--- config.mk ---
export PLATFORM = sky130hd
export DESIGN_NAME = reg_cmd_driver
export DESIGN_NICKNAME = d
export VERILOG_FILES = /design/src/rtl/reg_cmd_driver.sv
export SDC_FILE = /design/constraint.sdc
export NUM_CORES = 1
export LEC_CHECK = 0
export BUFFER_PORTS_ARGS = -buffer_cell sky130_fd_sc_hd__clkbuf_2
export CAP_MARGIN = 20
export CORE_MARGIN = 4
export CORE_UTILIZATION = 45
export DETAILED_ROUTE_END_ITERATION = 8
export HOLD_SLACK_MARGIN = 0.08
export PLACE_DENSITY = 0.78
export RECOVER_POWER = 25
export REMOVE_ABC_BUFFERS = 1
export SLEW_MARGIN = 20
export SYNTH_ARGS = -nofsm -noshare
export SYNTH_HDL_FRONTEND = slang
export SYNTH_SLANG_ARGS = --single-unit
--- constraint.sdc ---
create_clock -name clk -period 4.7 [get_ports clk]
set_input_delay 0.47 -clock clk [delete_from_list [all_inputs] [get_ports clk]]
set_output_delay 0.47 -clock clk [all_outputs]
set_load 0.05 [all_outputs]
--- src/rtl/reg_cmd_driver.sv ---
// reg_cmd_driver
//   Command-level driver for a WIDTH-bit control register. Takes one command per
//   cmd_valid/cmd_ready handshake, expands it into single-cycle control pulses,
//   tracks a shadow copy of the register and compares the real register output
//   against that copy once the command has finished.
//
// Ports
//   clk, rst                 clock, synchronous active-high reset
//   cmd_valid/cmd_ready      command handshake (ready only in IDLE, low during rst)
//   cmd_op                   0 CLR,1 LD,2 INC,3 DEC,4 SHR,5 SHL,6 ROR,7 ROL
//   cmd_arg                  LD data; bit0 is serial-in bit for SHR/SHL
//   cmd_cnt                  repeat count for ops 2..7 (0 = no pulses)
//   reg_cl..reg_il, reg_in   register controls and parallel data
//   reg_out                  register output, checked against the shadow model
//   done, err                done pulses once per command; err valid with done, then held
//   exp_val                  shadow model value
//   err_count                saturating count of mismatching commands
//
// state | meaning
// IDLE  | waiting for a command, cmd_ready high
// ISSUE | one control pulse per cycle, pulse counter running down
// CHECK | register settled, compare reg_out to shadow, done high

module reg_cmd_driver #(
  parameter int WIDTH = 4,
  parameter int ERR_W = 8
) (
  input  logic             clk,
  input  logic             rst,
  input  logic             cmd_valid,
  output logic             cmd_ready,
  input  logic [2:0]       cmd_op,
  input  logic [WIDTH-1:0] cmd_arg,
  input  logic [WIDTH-1:0] cmd_cnt,
  output logic             reg_cl,
  output logic             reg_ld,
  output logic             reg_inc,
  output logic             reg_dec,
  output logic             reg_sr,
  output logic             reg_ir,
  output logic             reg_sl,
  output logic             reg_il,
  output logic [WIDTH-1:0] reg_in,
  input  logic [WIDTH-1:0] reg_out,
  output logic             done,
  output logic             err,
  output logic [WIDTH-1:0] exp_val,
  output logic [ERR_W-1:0] err_count
);

  localparam logic [2:0] OP_CLR = 3'd0;
  localparam logic [2:0] OP_LD  = 3'd1;
  localparam logic [2:0] OP_INC = 3'd2;
  localparam logic [2:0] OP_DEC = 3'd3;
  localparam logic [2:0] OP_SHR = 3'd4;
  localparam logic [2:0] OP_SHL = 3'd5;
  localparam logic [2:0] OP_ROR = 3'd6;
  localparam logic [2:0] OP_ROL = 3'd7;

  localparam logic [WIDTH-1:0] ONE = WIDTH'(1);

  typedef enum logic [1:0] {
    IDLE  = 2'd0,
    ISSUE = 2'd1,
    CHECK = 2'd2
  } state_t;

  state_t           state_q, state_d;
  logic [2:0]       op_q;
  logic [WIDTH-1:0] arg_q;
  logic [WIDTH-1:0] cnt_q;
  logic [WIDTH-1:0] exp_q, exp_d;
  logic             err_q;
  logic [ERR_W-1:0] err_cnt_q;

  logic             accept;
  logic [WIDTH-1:0] n_pulses;
  logic             issue_act;
  logic             mismatch;

  assign cmd_ready = (state_q == IDLE) & ~rst;
  assign accept    = cmd_valid & cmd_ready;
  assign n_pulses  = (cmd_op == OP_CLR || cmd_op == OP_LD) ? ONE : cmd_cnt;
  // Controls are gated by rst so a mid-command reset stops pulses in the same cycle.
  assign issue_act = (state_q == ISSUE) & ~rst;
  assign mismatch  = (reg_out != exp_q);

  assign done      = (state_q == CHECK) & ~rst;
  assign err       = done ? mismatch : err_q;
  assign exp_val   = exp_q;
  assign err_count = err_cnt_q;

  always_ff @(posedge clk) begin
    if (rst) begin
      state_q   <= IDLE;
      op_q      <= OP_CLR;
      arg_q     <= '0;
      cnt_q     <= '0;
      exp_q     <= '0;
      err_q     <= 1'b0;
      err_cnt_q <= '0;
    end else begin
      state_q <= state_d;
      if (accept) begin
        op_q  <= cmd_op;
        arg_q <= cmd_arg;
        cnt_q <= n_pulses;
      end
      if (state_q == ISSUE) begin
        cnt_q <= cnt_q - ONE;
        exp_q <= exp_d;
      end
      if (state_q == CHECK) begin
        err_q <= mismatch;
        if (mismatch && (err_cnt_q != {ERR_W{1'b1}}))
          err_cnt_q <= err_cnt_q + ERR_W'(1);
      end
    end
  end

  always_comb begin
    state_d = state_q;
    case (state_q)
      IDLE: begin
        if (accept)
          state_d = (n_pulses == '0) ? CHECK : ISSUE;
      end
      ISSUE: begin
        if (cnt_q == ONE)
          state_d = CHECK;
      end
      CHECK:   state_d = IDLE;
      default: state_d = IDLE;
    endcase
  end

  // Shadow model step and the matching control pulse for the latched op.
  // Rotates reuse the shift controls with the serial bit taken from the model.
  always_comb begin
    exp_d   = exp_q;
    reg_cl  = 1'b0;
    reg_ld  = 1'b0;
    reg_inc = 1'b0;
    reg_dec = 1'b0;
    reg_sr  = 1'b0;
    reg_ir  = 1'b0;
    reg_sl  = 1'b0;
    reg_il  = 1'b0;
    reg_in  = '0;
    case (op_q)
      OP_CLR: begin
        exp_d  = '0;
        reg_cl = issue_act;
      end
      OP_LD: begin
        exp_d  = arg_q;
        reg_ld = issue_act;
        reg_in = issue_act ? arg_q : '0;
      end
      OP_INC: begin
        exp_d   = exp_q + ONE;
        reg_inc = issue_act;
      end
      OP_DEC: begin
        exp_d   = exp_q - ONE;
        reg_dec = issue_act;
      end
      OP_SHR: begin
        exp_d  = {arg_q[0], exp_q[WIDTH-1:1]};
        reg_sr = issue_act;
        reg_ir = issue_act & arg_q[0];
      end
      OP_SHL: begin
        exp_d  = {exp_q[WIDTH-2:0], arg_q[0]};
        reg_sl = issue_act;
        reg_il = issue_act & arg_q[0];
      end
      OP_ROR: begin
        exp_d  = {exp_q[0], exp_q[WIDTH-1:1]};
        reg_sr = issue_act;
        reg_ir = issue_act & exp_q[0];
      end
      OP_ROL: begin
        exp_d  = {exp_q[WIDTH-2:0], exp_q[WIDTH-1]};
        reg_sl = issue_act;
        reg_il = issue_act & exp_q[WIDTH-1];
      end
      default: exp_d = exp_q;
    endcase
  end

endmodule

==> out/results.ini, run 1 <==
[sta]
tightest_slew_ns = 0.671
period_share_pct = 52.8
finClkSkew_ns = 0.00634
slew_headroom_pct = 55.2
tns_ns = 0
timing.fmax_mhz = 403
rsz0062_at_grt = no
finalHoldViolations = 0
setup_viol = 0
fin_crit_ns = 2.48
maxSlewViolCount = 0

[pwr]
vdd.ir_drop.worst_uv = 176
p_per_area_nw_per_um2 = 267
p_leak_nw = 0.723

[cells_and_area]
utilization_pct = 54.7
nets = 269
areaGrowthSynthToFinish_pct = 15.3
fillers = 347
drive_gt1_share_pct = 16.7
diodes = 0

[logic_synthesis]
synth_cells = 211
yosysUniqueCellTypes = 47
syn_area_um2 = 1620
ys_ff_latch = 26
yosys_warnings = 0
yosysTopAreaCellShare_pct = 32.1
synth_top_area_cell = dfxtp_1
yosysMostFrequentCell = nand2_1
avgSynthCellArea_um2 = 7.67
synth_edf_count = 0
synthTopCellsByCount = 29 x nand2_1, 26 x dfxtp_1, 18 x a21oi_1
async_reset_ff_share_pct = 0
synth_flop_cell = dfxtp_1
synth_area_leaders = dfxtp_1 32%, nand2_1 6.7%, a21oi_1 5.6%
ys_seq_area_share_pct = 32.1

[routing]
avgViaCountPerCell = 5.54
routed_wirelength_mm = 3.70
wl_per_cell_um = 12.7
route.detailed.drc = 0
vias = 1618
ant_nets = 0
drt-initial-drc-count = 55
drtPass1Iterations = 4

[worst_setup_path]
slowest_delay_ns = 0.50
endpoint_kind = output port
critical_path_required_ns = 4.23
cp_slowest_cell = dfxtp_1
worst-setup-path-type = reg2out
crit_start = state_q[0]
rrSetupSlack_ns = 2.55
cp_data_arrival_time_ns = 2.01
cp_cell_sequence = nand2b_1 > nor2_1 > and3_1 > nor2b_1 > clkbuf_2
rr_startpoint = exp_val[1]
rr_worst_depth = 5
r2r_end = err_count[7]
cp_max_fo = 14
crit_path_start_kind = flip-flop

[worst_hold_path]
min_path_cells = 3
min-delay-start = cmd_arg[2]
whs_endpoint = arg_q[2]
min_path_type = in2reg

[grt]
grt.total_usage_pct = 16.1
grt_pass1_wl_mm = 5.94
grt_max_degree = 34
overflow = 0
grt_pass1_vias = 1395
antenna_found_initial = 0

[clocking]
cts_made_buffers = 3
ctsResizeCount = 0
cts_setup_buffers = 0
htreeDepth = 1
cts_tree = built
clk_latency_ns = 0.32
cts_buffer_depth = 2
clk_pin_slew_ns = 0.15
clockRootBuffer = clkbuf_4
ctsHoldBuffers = 0
cts.sink_count = 26

[place]
routabilityCongestion = 0.796
io_buffers = 44
hpwl_mm = 2.66

[floorplanning]
num_rows = 21
dieWidth_um = 68.0
die_y_um = 68.0
die_area_um2 = 4620
core_area_um2 = 3420
pin_count = 45
start_util_pct = 47.4

[outcome]
status = completed

[flow_run]
max-cap-violations = 0

-- through the flow --
step	instances	hold WS, ns	power [W]	setup slack [ns]	area, um^2
finish	292	0.350	0.000498	2.22	1870
global route	292	0.355	0.000522	2.06	1870
CTS	292	0.348	0.000500	2.23	1890
detailed placement	288	0.455	0.000349	2.35	1840
global placement	288	0.446	0.000348	2.40	1840
floorplan	197	0.431	0.000317	2.08	1550
-- final cells by class --
cell class	instances	area [um^2]	area share (%)
tap	46	57.6	3.08
multi-input combinational	165	1000	53.6
timing repair buffer	45	213	11.4
clock inverter	1	30.0	1.61
inverter	6	22.5	1.21
clock buffer	3	22.5	1.21
sequential	26	520	27.9
-- placed cells by master, fill, tap and decap left out, drive strengths merged, types with 2 or more instances in the layout --
cell type  count
nand2b         5
mux2           2
dfxtp         26
and2           5
nand2         29
o31ai          3
nand3b         3
a211oi         3
a2111oi        2
nand3          7
a21oi         18
nor2          16
mux2i          5
nor3           6
ha             4
nor2b          7
or4            2
and3           6
o211ai         2
inv            6
a22oi          2
a31oi          2
o21bai         2
clkbuf        48
xor2           5
o41ai          2
nor4           8
o21ai          7
-- per-layer routing --
layer  GRT usage (%)  routed length (um)
met5               0                   0
met4            4.96                  34
met3            2.13                 155
met2            24.9                1650
met1            23.1                1860
-- worst max path at each step --
stage           endpoint  slack, ns  cells past startpoint
2_1_floorplan    reg_inc       2.08                      2
3_3_place_gp   reg_in[0]       2.40                      5
3_5_place_dp   reg_in[0]       2.35                      5
4_1_cts           reg_il       2.23                      5
5_1_grt           reg_il       2.06                      5
6_report          reg_il       2.22                      5
-- flip-flops by register name (all words and copies together) (netlist names) --
signal	count
err_q	1
exp_val	4
arg_q	4
cnt_q	4
op_q	3
err_count	8
state_q	2
-- cells by family (layout without fill, tap and decap cells) --
kind of cell             count (synthesis)  count (layout)  synth area share, %
AO/OA/AOI/OAI                           48              48                 19.4
XOR/XNOR                                 6               6                 3.25
adder cells (fa/ha/maj)                  4               4                 3.09
buffers and inverters                   20              55                 5.56
flip-flops                              26              26                 32.1
multiplexers                             7               7                 4.48
AND/OR/NAND/NOR                        100             100                 32.1
-- power breakdown --
part	internal (W)	leakage, nW	total, W	switching (W)
logic	0.0000335	0.484	0.0000928	0.0000593
registers	0.000232	0.211	0.000251	0.0000191
clock network	0.0000863	0.0279	0.000154	0.0000677
-- worst max-delay path, delay by kind of cell, from the launching register on --
kind          cells  cell delay, ns
simple gates      4            0.89
flops             1            0.50
buf+inv           1            0.29
(Power assumes the default switching activity.)
==> inputs of run 2 (changes only) <==
- clock period: 4.7 -> 2.3 ns (I/O delays scaled with it)
==> run 2 against run 1 <==
Sequential share of layout area fell by 1.1 points. Utilization increased by 2.3 points. First-iteration DRC count is 95% higher. Register-to-register slack worse by 2.3 ns. Setup slack got worse by 2.0 ns. Die area is the same. Critical endpoint is now reg_in[2]. Clock-buffer cell count stayed put. Hold slack got worse by 0.24 ns. Largest cell class unchanged. Non-clock buffer count grew 9. Sequential power rose by 100%. Final area is 4.2% higher.
==> out/results.ini, run 2 (synthesis results as in run 1) <==
[outcome]
status = completed

[flow_run]
max-cap-violations = 0

[cells_and_area]
drive_gt1_share_pct = 20.0
areaGrowthSynthToFinish_pct = 20.2
diodes = 0
layout_commonest_cell = clkbuf_2
largest_register_ff_count = 8
nets = 278
fillers = 338
stdcell_count = 301
final_cell_mix = 33 x clkbuf_2, 29 x nand2_1, 26 x dfxtp_1, 18 x a21oi_1, 14 x nor2_1

[grt]
grt_pass1_vias = 1599
antenna_found_initial = 0
grt_max_degree = 16
grt_pass1_wl_mm = 6.97
overflow = 0
grt.total_usage_pct = 19.1

[routing]
route.met3.wl_um = 208
route.detailed.drc = 0
wl_met2_mm = 1.87
routed_wirelength_mm = 3.93
wl_met1_mm = 1.83
avgViaCountPerCell = 5.47
drtPass1Iterations = 4
ant_nets = 0
highest_layer = met4
wl_per_cell_um = 13.0
drt-initial-drc-count = 107
vias = 1646

[clocking]
clk_latency_ns = 0.32
ctsHoldBuffers = 0
cts_buffer_depth = 2
cts_tree = built
cts_setup_buffers = 0
cts_made_buffers = 3
htreeDepth = 1
cts.sink_count = 26
ctsResizeCount = 0
clockRootBuffer = clkbuf_4
clk_pin_slew_ns = 0.14

[sta]
finClkSkew_ns = 0.00379
slew_headroom_pct = 60.1
timing.fmax_mhz = 476
setup_viol = 0
tightest_slew_ns = 0.602
rsz0062_at_grt = no
worst_slack_ns = 0.201
maxSlewViolCount = 0
period_share_pct = 91.3
finalHoldViolations = 0
fin_crit_ns = 2.10

[floorplanning]
core_area_um2 = 3420
die_area_um2 = 4620
start_util_pct = 47.4
pin_count = 45
dieWidth_um = 68.0
num_rows = 21
die_y_um = 68.0

[worst_setup_path]
cp_data_arrival_time_ns = 1.87
cp_max_fo = 12
crit_path_start_kind = flip-flop
worst-setup-path-type = reg2out
critical_path_required_ns = 2.07
endpoint_kind = output port

[pwr]
p_seq_share_pct = 49.0
power_w = 0.00104
power.internal_w = 0.000731
power_frac_comb_pct = 20.5
vdd.ir_drop.worst_uv = 357
p_per_area_nw_per_um2 = 534
p_sw_share_pct = 29.6
clock_power_share_pct = 30.5
power.switching_w = 0.000307
p_leak_nw = 0.765

[place]
routabilityCongestion = 0.848
hpwl_mm = 3.05
io_buffers = 44
dp.cells = 297
dp_slack_ns = 0.351

[worst_hold_path]
min_path_type = in2reg

## run 2: worst paths after layout
kind | from | to | slack (ns) | cells after the start
min | cmd_op[0] | op_q[0] | 0.11 | 3
max | op_q[2] | reg_in[2] | 0.20 | 4
max reg2reg | op_q[1] | exp_val[2] | 0.30 | 8
min reg2reg | arg_q[3] | arg_q[3] | 0.47 | 2
## run 2: layout make-up
class / count / area [um^2] / share of cell area, %
clock inverters: 1 / 30.0 / 1.54
clock buffers: 3 / 22.5 / 1.16
well taps: 46 / 57.6 / 2.96
inverters: 6 / 22.5 / 1.16
flip-flops and latches: 26 / 520 / 26.8
repair buffers: 54 / 282 / 14.5
multi-input cells: 165 / 1010 / 52.0
## run 2: worst max-delay path: stages, from the launching register on
cell	delay, ns
dfxtp_1	0.46
nor4_1	0.40
and3_1	0.27
and2_1	0.15
clkbuf_2	0.27
## run 2: stage by stage
stage	util, %	setup TNS (ns)	hold WS (ns)	cell area [um^2]
floorplan	-	-0.352	0.299	1550
global placement	55.8	0	0.448	1900
detailed placement	55.8	0	0.456	1900
CTS	57.3	0	0.104	1960
global route	57.0	0	0.113	1950
finish	57.0	0	0.107	1950
## run 2: routing by layer
metal  global-route usage [%]  vias up
met1                     25.6      762
met2                     32.5       35
met4                     3.72        0
met5                        0        -
li1                         -      845
met3                     2.79        4
## run 2: power groups by stage
stage	Sequential (W)	Clock, W	Combinational [W]
final	0.000509	0.000317	0.000212
after detailed placement	0.000518	0	0.000212
after CTS	0.000508	0.000322	0.000214
after global placement	0.000517	0	0.000209
after floorplan	0.000527	0	0.000121
after global routing	0.000515	0.000339	0.000238
==> inputs of run 3 (changes only) <==
- CTS_BUF_LIST: unset -> sky130_fd_sc_hd__clkbuf_16
==> run 3 against run 2 <==
Clock skew decreased by 0.0017 ns. Clock-buffer cell count unchanged. Critical path depth increased by 1. First-iteration DRC count increased by 10%. Final area increased by 2.5%. Total power increased by 18%. Die area unchanged. Setup slack improved by 0.049 ns. Sequential share of layout area decreased by 0.65 points. Routed wire length increased by 2.7%. Non-clock buffer count unchanged. Combinational power about the same. Critical path type unchanged. Largest cell class unchanged. Highest routed layer unchanged.
==> out/results.ini, run 3 (synthesis results as in run 1) <==
[outcome]
status = completed

[worst_hold_path]
min_path_type = in2reg

[pwr]
clock_power_share_pct = 41.4
p_per_area_nw_per_um2 = 617
p_seq_share_pct = 41.3
p_sw_share_pct = 26.8
power.switching_w = 0.000329
power.internal_w = 0.000901
vdd.ir_drop.worst_uv = 418
p_leak_nw = 0.784
power_frac_comb_pct = 17.3

[cells_and_area]
areaGrowthSynthToFinish_pct = 23.2
layout_commonest_cell = clkbuf_2
drive_gt1_share_pct = 19.2
largest_register_ff_count = 8
final_cell_mix = 32 x clkbuf_2, 29 x nand2_1, 26 x dfxtp_1, 18 x a21oi_1, 14 x nor2_1
utilization_pct = 58.4
nets = 278
diodes = 0

[routing]
route.detailed.drc = 0
drt-initial-drc-count = 118
routed_wirelength_mm = 4.03
wl_per_cell_um = 13.4
wl_met1_mm = 1.82
highest_layer = met4
ant_nets = 0
route.met3.wl_um = 231
vias = 1666
drtPass1Iterations = 4
avgViaCountPerCell = 5.53
wl_met2_mm = 1.94

[sta]
slew_headroom_pct = 59.2
worst_slack_ns = 0.250
rsz0062_at_grt = no
fin_crit_ns = 2.05
whs_ns = 0.182
timing.fmax_mhz = 488
setup_viol = 0
period_share_pct = 89.1
maxSlewViolCount = 0
finalHoldViolations = 0
tightest_slew_ns = 0.614
finClkSkew_ns = 0.00206

[grt]
grt_max_degree = 16
grt.total_usage_pct = 19.3
antenna_found_initial = 0
grt_pass1_wl_mm = 7.02
overflow = 0
grt_pass1_vias = 1600

[floorplanning]
die_area_um2 = 4620
die_y_um = 68.0
core_area_um2 = 3420
dieWidth_um = 68.0
start_util_pct = 47.4
num_rows = 21
pin_count = 45

[place]
hpwl_mm = 3.05
dp_slack_ns = 0.351
routabilityCongestion = 0.848
io_buffers = 44

[clocking]
cts_buffer_depth = 2
clk_latency_ns = 0.26
clockRootBuffer = clkbuf_16
clk_pin_slew_ns = 0.07
ctsHoldBuffers = 0
cts_tree = built
htreeDepth = 1
cts_setup_buffers = 0
ctsResizeCount = 0
cts_made_buffers = 3
cts.sink_count = 26

[worst_setup_path]
endpoint_kind = output port
cp_data_arrival_time_ns = 1.82
cp_max_fo = 9
crit_path_start_kind = flip-flop
worst-setup-path-type = reg2out
critical_path_required_ns = 2.07

[flow_run]
max-cap-violations = 0

run 3: layer usage:
metal  vias to the layer above  track usage, %
met5                         -               0
li1                        845               -
met2                        41            33.3
met1                       774            25.0
met4                         0            4.47
met3                         6            3.28
run 3: metrics by stage:
stage	instance area [um^2]	std cells	setup TNS (ns)	power, W
finish	1990	301	0	0.00123
floorplan	1550	197	-0.352	0.000648
detailed placement	1900	297	0	0.000730
CTS	2010	301	0	0.00124
global placement	1900	297	0	0.000726
global route	1990	301	0	0.00128
run 3: power by group through the flow:
stage | Sequential, W | Clock [W] | Combinational [W]
after floorplan | 0.000527 | 0 | 0.000121
after global placement | 0.000517 | 0 | 0.000209
after detailed placement | 0.000518 | 0 | 0.000212
after CTS | 0.000508 | 0.000516 | 0.000214
after global routing | 0.000514 | 0.000528 | 0.000236
final | 0.000509 | 0.000509 | 0.000212
run 3: critical path: stages, from the launching register on:
cell and delay [ns]:
dfxtp_1 0.48, nand2b_1 0.29, nor2_1 0.20, and3_1 0.18, nor2b_1 0.12, clkbuf_2 0.28
run 3: cell type report:
| class | instances | area [um^2] |
|---|---|---|
| fill | 330 | 1420 |
| clock buffer | 3 | 75.1 |
| multi-input combinational | 165 | 1010 |
| inverter | 6 | 22.5 |
| timing repair buffer | 54 | 280 |
| sequential | 26 | 520 |
| tap | 46 | 57.6 |
| clock inverter | 1 | 30.0 |
run 3: path summary, 6_finish.rpt:
kind	slack [ns]	cells after the start	endpoint	from
setup / recovery	0.25	5	reg_il	state_q[0]
setup reg to reg	0.31	8	exp_val[2]	op_q[1]
hold / removal	0.18	3	op_q[0]	cmd_op[0]
hold reg to reg	0.46	2	arg_q[3]	arg_q[3]
